==> src/rtl/timer_dev_if.sv <==
// Peripheral bus seen by the countdown timer: register select, write strobe,
// write data and combinational read data.
interface timer_dev_if;
    logic [1:0]  Addr;
    logic        We;
    logic [31:0] Din;
    logic [31:0] Dout;

    // Bridge side drives the request and reads the data back.
    modport master (
        output Addr,
        output We,
        output Din,
        input  Dout
    );

    // Timer side consumes the request and returns read data.
    modport slave (
        input  Addr,
        input  We,
        input  Din,
        output Dout
    );
endinterface

==> src/rtl/timer_dev.sv <==
// Memory-mapped countdown timer. CTRL = {IM, Mode[1:0], Enable}, PRESET is
// the reload value, and COUNT is the read-only live counter. Mode 1 reloads
// automatically and pulses the interrupt for one cycle. Any other mode is
// one-shot: the timer clears Enable and holds the interrupt until CTRL is
// written.
module timer_dev #(
    parameter int COUNT_W = 32
) (
    input  logic        clk,
    input  logic        reset,
    timer_dev_if.slave  bus,
    output logic        IRQ
);

    typedef enum logic [1:0] {
        ST_IDLE = 2'd0,
        ST_LOAD = 2'd1,
        ST_CNT  = 2'd2,
        ST_INT  = 2'd3
    } state_t;

    state_t               state_r;
    state_t               state_next_s;
    logic [3:0]           ctrl_r;
    logic [3:0]           ctrl_next_s;
    logic [COUNT_W-1:0]   preset_r;
    logic [COUNT_W-1:0]   preset_next_s;
    logic [COUNT_W-1:0]   count_r;
    logic [COUNT_W-1:0]   count_next_s;
    logic                 irq_flag_r;
    logic                 irq_flag_next_s;
    logic                 irq_r;
    logic [31:0]          dout_s;

    // State and register update; reset returns everything to zero even if a write is present.
    always_ff @(posedge clk) begin
        if (reset) begin
            state_r    <= ST_IDLE;
            ctrl_r     <= 4'd0;
            preset_r   <= '0;
            count_r    <= '0;
            irq_flag_r <= 1'b0;
            irq_r      <= 1'b0;
        end else begin
            state_r    <= state_next_s;
            ctrl_r     <= ctrl_next_s;
            preset_r   <= preset_next_s;
            count_r    <= count_next_s;
            irq_flag_r <= irq_flag_next_s;
            irq_r      <= irq_flag_next_s & ctrl_next_s[3];
        end
    end

    // Timer sequencing first, then the bus write; the write overrides CTRL and irq_flag.
    always_comb begin
        state_next_s    = state_r;
        ctrl_next_s     = ctrl_r;
        preset_next_s   = preset_r;
        count_next_s    = count_r;
        irq_flag_next_s = irq_flag_r;

        case (state_r)
            ST_IDLE: begin
                if (ctrl_r[0]) begin
                    state_next_s = ST_LOAD;
                end else begin
                    state_next_s = ST_IDLE;
                end
            end
            ST_LOAD: begin
                count_next_s = preset_r;
                state_next_s = ST_CNT;
            end
            ST_CNT: begin
                if (!ctrl_r[0]) begin
                    state_next_s = ST_IDLE;
                end else if (count_r > COUNT_W'(1)) begin
                    count_next_s = count_r - COUNT_W'(1);
                end else begin
                    // Treat 0 like 1 so that PRESET=0 never wraps.
                    count_next_s    = '0;
                    irq_flag_next_s = 1'b1;
                    state_next_s    = ST_INT;
                end
            end
            ST_INT: begin
                if (ctrl_r[2:1] == 2'd1) begin
                    irq_flag_next_s = 1'b0;
                    state_next_s    = ST_LOAD;
                end else begin
                    ctrl_next_s[0] = 1'b0;
                    state_next_s   = ST_IDLE;
                end
            end
            default: begin
                state_next_s = ST_IDLE;
            end
        endcase

        // A PRESET write only changes the reload value; a running count keeps going.
        case ({bus.We, bus.Addr})
            3'b100: begin
                ctrl_next_s     = bus.Din[3:0];
                irq_flag_next_s = 1'b0;
            end
            3'b101: begin
                preset_next_s = bus.Din[COUNT_W-1:0];
            end
            default: begin
                preset_next_s = preset_next_s;
            end
        endcase
    end

    // Zero-latency read mux; unused high bits read as zero.
    always_comb begin
        dout_s = 32'd0;
        case (bus.Addr)
            2'd0:    dout_s[3:0]         = ctrl_r;
            2'd1:    dout_s[COUNT_W-1:0] = preset_r;
            2'd2:    dout_s[COUNT_W-1:0] = count_r;
            default: dout_s              = 32'd0;
        endcase
    end

    assign bus.Dout = dout_s;
    assign IRQ      = irq_r;

endmodule

==> src/flat_wrapper.sv <==
// flat-port wrapper written by rule: the top's interface ports become plain ports
module timer_dev_flat 
#(
    parameter int COUNT_W = 32
)
  (clk, reset, IRQ, bus_Addr, bus_We, bus_Din, bus_Dout);
  timer_dev_if bus_i ();
  input  logic clk;
  input  logic reset;
  output logic IRQ;
  input wire logic [$bits(bus_i.Addr)-1:0] bus_Addr;
  input wire logic [$bits(bus_i.We)-1:0] bus_We;
  input wire logic [$bits(bus_i.Din)-1:0] bus_Din;
  output wire logic [$bits(bus_i.Dout)-1:0] bus_Dout;
  assign bus_i.Addr = bus_Addr;
  assign bus_i.We = bus_We;
  assign bus_i.Din = bus_Din;
  assign bus_Dout = bus_i.Dout;
  timer_dev #(.COUNT_W(COUNT_W)) u_core (.clk(clk), .reset(reset), .bus(bus_i), .IRQ(IRQ));
endmodule
==> config.mk <==
export PLATFORM = sky130hd
export DESIGN_NAME = timer_dev_flat
export DESIGN_NICKNAME = d
export VERILOG_FILES = /design/src/rtl/timer_dev_if.sv /design/src/rtl/timer_dev.sv /design/src/flat_wrapper.sv
export SDC_FILE = /design/constraint.sdc
export NUM_CORES = 1
export LEC_CHECK = 0
export BUFFER_PORTS_ARGS = -buffer_cell sky130_fd_sc_hd__buf_2
export CAP_MARGIN = 30
export CORE_MARGIN = 4
export CORE_UTILIZATION = 40
export CTS_CLUSTER_SIZE = 8
export DETAILED_ROUTE_END_ITERATION = 6
export REMOVE_ABC_BUFFERS = 1
export SLEW_MARGIN = 20
export SYNTH_ARGS = -nofsm -noshare
export SYNTH_HDL_FRONTEND = slang
export SYNTH_SLANG_ARGS = --single-unit
export TNS_END_PERCENT = 30
==> constraint.sdc <==
create_clock -name clk -period 5.1 [get_ports clk]
set_input_delay 0.51 -clock clk [delete_from_list [all_inputs] [get_ports clk]]
set_output_delay 0.51 -clock clk [all_outputs]
set_load 0.05 [all_outputs]
==> impl_metrics.env <==
export IMPL_outcome="complete, no violations"
export IMPL_die_w_um=110
export IMPL_hpwl_um=8760
export IMPL_wl_um=12800
export IMPL_antenna_cells=0
export IMPL_rows=36
export IMPL_async_flop_share_pct=0
export IMPL_grt_usage_pct=21.8
export IMPL_clockBufferDepth=2
export IMPL_min_path_type="input pin to register"
export IMPL_p_leak_uw=0.00175
export IMPL_cp_cell_sequence="or3_1 > nor4b_1 > nand4_1 > buf_4 > a221oi_1 > nor3_1"
export IMPL_root_buffer="clkbuf_8"
export IMPL_switchingPower_uw=314
export IMPL_finish_utilization_pct=47.3
export IMPL_place_congestion=0.899
export IMPL_yosysSeqAreaShare_pct=34.7
export IMPL_finalNonFillerCells=723
export IMPL_cts_hold_buf=0
export IMPL_antenna_left=0
export IMPL_crit_buf_inv=1
export IMPL_max_cap_viol_count=0
export IMPL_clk_latency_ns=0.35
export IMPL_synth_distinct_cells=55
export IMPL_cellPowerDensity_nw_per_um2=247
export IMPL_yosys_area_top_type="dfxtp_1"
export IMPL_antenna_found_initial=0
export IMPL_final_nets=629
export IMPL_wl_per_cell_um=17.7
export IMPL_place_inst=708
export IMPL_critPathRequiredTime_ns=5.34
export IMPL_setup_ws_ns=1.66
export IMPL_synthFlopType="dfxtp_1"
export IMPL_synth_area_sq_um=4150
export IMPL_worst_path_max_fanout=17
export IMPL_grt_pass1_wl_um=21000
export IMPL_combPwrFrac_pct=11.4
export IMPL_vdd_drop_max_mv=0.124
export IMPL_path_clk_slew_ns=0.08
export IMPL_cts_tree="yes"
export IMPL_cpMaxStageDelayCell="nor4b_1"
export IMPL_slowest_delay_ns=0.82
export IMPL_synth_top_area_share_pct=34.7
export IMPL_cts_buffers=9
export IMPL_syn_inst=551
export IMPL_final_cell_mix="92 x nand2_1, 72 x dfxtp_1, 69 x buf_2, 49 x a21oi_1, 41 x a22oi_1"
export IMPL_fin_crit_ns=3.44
export IMPL_vias=4319
export IMPL_slew_limit_headroom_pct=34.6
export IMPL_filler_cell_count=1041
export IMPL_syn_to_final_growth_pct=13.5
export IMPL_drt_pre_antenna_iters=7
export IMPL_skew_ns=0.00615
export IMPL_die_h_um=110
export IMPL_avgViaCountPerCell=5.97
export IMPL_globalRouteOverflowTotal=0
export IMPL_core_sq_um=9950
export IMPL_hold_violations=0
export IMPL_tightest_slew_ns=0.979
export IMPL_io_pins=70
export IMPL_p_seq_share_pct=50.1
export IMPL_drc=0
export IMPL_die_area_sq_um=12100
export IMPL_yosys_top_cells_area="dfxtp_1 35%, nand2_1 8.3%, a22oi_1 7.4%"
export IMPL_whs_ns=0.383
export IMPL_cts_resized=0
export IMPL_final_max_slew_viol_count=0
export IMPL_p_int_uw=850
export IMPL_final_common_cell="nand2_1"
export IMPL_swShare_pct=27.0
export IMPL_setup_viol_count_final=0
export IMPL_critical_path_top_delay_family="simple AND/OR/NAND/NOR gates"
export IMPL_rsz0062_at_grt="false"
export IMPL_clock_sinks=72
export IMPL_grt_pass1_vias=4140
export IMPL_drive_gt1_share_pct=17.1
export IMPL_clock_power_share_pct=38.5
export IMPL_drt_iter0_drc=367
export IMPL_worst_endpoint_arrival_ns=3.68
export IMPL_worstSetupPathType="register to register"
export IMPL_htree_levels=3
export IMPL_setup_tns_ns=0
export IMPL_syn_avg_cell_area_sq_um=7.53
export IMPL_cp_end_kind="register"
export IMPL_portBuffers=69
export IMPL_synth_warnings=0
export IMPL_synth_edf_count=0
export IMPL_place_worst_setup_slack_ns=1.71
export IMPL_cts_setup_buffers=0
export IMPL_finalCritPeriodShare_pct=67.5
export IMPL_grt_max_degree=39
export IMPL_timing_fmax_ghz=0.291
export IMPL_start_util_pct=41.7
export IMPL_synth_seq_cells=72
export IMPL_cp_start_kind="register"
## cells by family (layout without fill, tap and decap cells)
kind of cell	after synthesis	in the layout	share of synthesized area, %
simple gates	233	233	28.2
compound gates	172	172	28.7
flops	72	72	34.7
buf+inv	67	106	6.30
fa+ha+maj	6	6	1.81
mux	1	1	0.241
## worst paths after layout
path / startpoint / to / slack, ns / depth (start not counted)
worst max-delay path: u_core.count_r[18] / u_core.count_r[13] / 1.66 / 6
worst min-delay path: bus_Din[28] / u_core.preset_r[28] / 0.38 / 3
worst min register to register: u_core.preset_r[21] / u_core.preset_r[21] / 0.48 / 2
worst max register to register: u_core.count_r[18] / u_core.count_r[13] / 1.66 / 6
## Yosys cell counts, types with 6 or more instances
library cell  number
nor4_1             9
nor2_1            22
nand4_1            8
a22oi_1           41
nand2_1           92
nand3_1           20
nor2b_1           32
a31oi_1           17
a21oi_1           49
clkbuf_1          52
nor3_1            12
or3_1              7
o211ai_1           8
o31ai_1            6
ha_1               6
dfxtp_1           72
or4_1             10
inv_1             11
## metrics by stage
stage                     total power [uW]  cell area, sq um
after CTS                             1170              4710
after global routing                  1220              4710
after floorplan                        667              3930
after global placement                 727              4520
final                                 1160              4710
after detailed placement               728              4520
## state kept, by name, summed over array words and instances (netlist names)
register and cells:
u_core.preset_r 32, u_core.IRQ 1, u_core.irq_flag_r 1, u_core.ctrl_r 4, u_core.count_r 32, u_core.state_r 2
## worst reg2reg max path, delay by kind of cell (launching register included)
kind | cells | cell delay, ns
simple gates | 4 | 2.19
buf+inv | 1 | 0.48
flops | 1 | 0.37
compound gates | 1 | 0.30
## per-layer routing
metal | share of wire, % | global-route usage [%] | vias to the layer above
li1 | - | - | 2113
met1 | 47 | 30.2 | 2027
met5 | 0 | 0 | -
met3 | 7.4 | 4.87 | 13
met4 | 1.1 | 5.34 | 0
met2 | 44 | 34.4 | 166
## cell type report
class                           instances  area (sq um)  area share (%)
Clock buffer                           11           141            3.00
Timing Repair Buffer                   80           424            9.01
Clock inverter                          4          45.0           0.957
Tap cell                              133           166            3.53
Multi-Input combinational cell        412          2450            52.0
Sequential cell                        72          1440            30.6
Inverter                               11          41.3           0.877
## power groups by stage
stage	Sequential (uW)	Clock, uW	Combinational [uW]
4_1_cts	583	456	132
3_5_place_dp	596	0	132
6_report	583	448	132
5_1_grt	585	485	146
2_1_floorplan	592	0	74.7
3_3_place_gp	596	0	131
No activity file was read; power rests on OpenSTA's default activity.
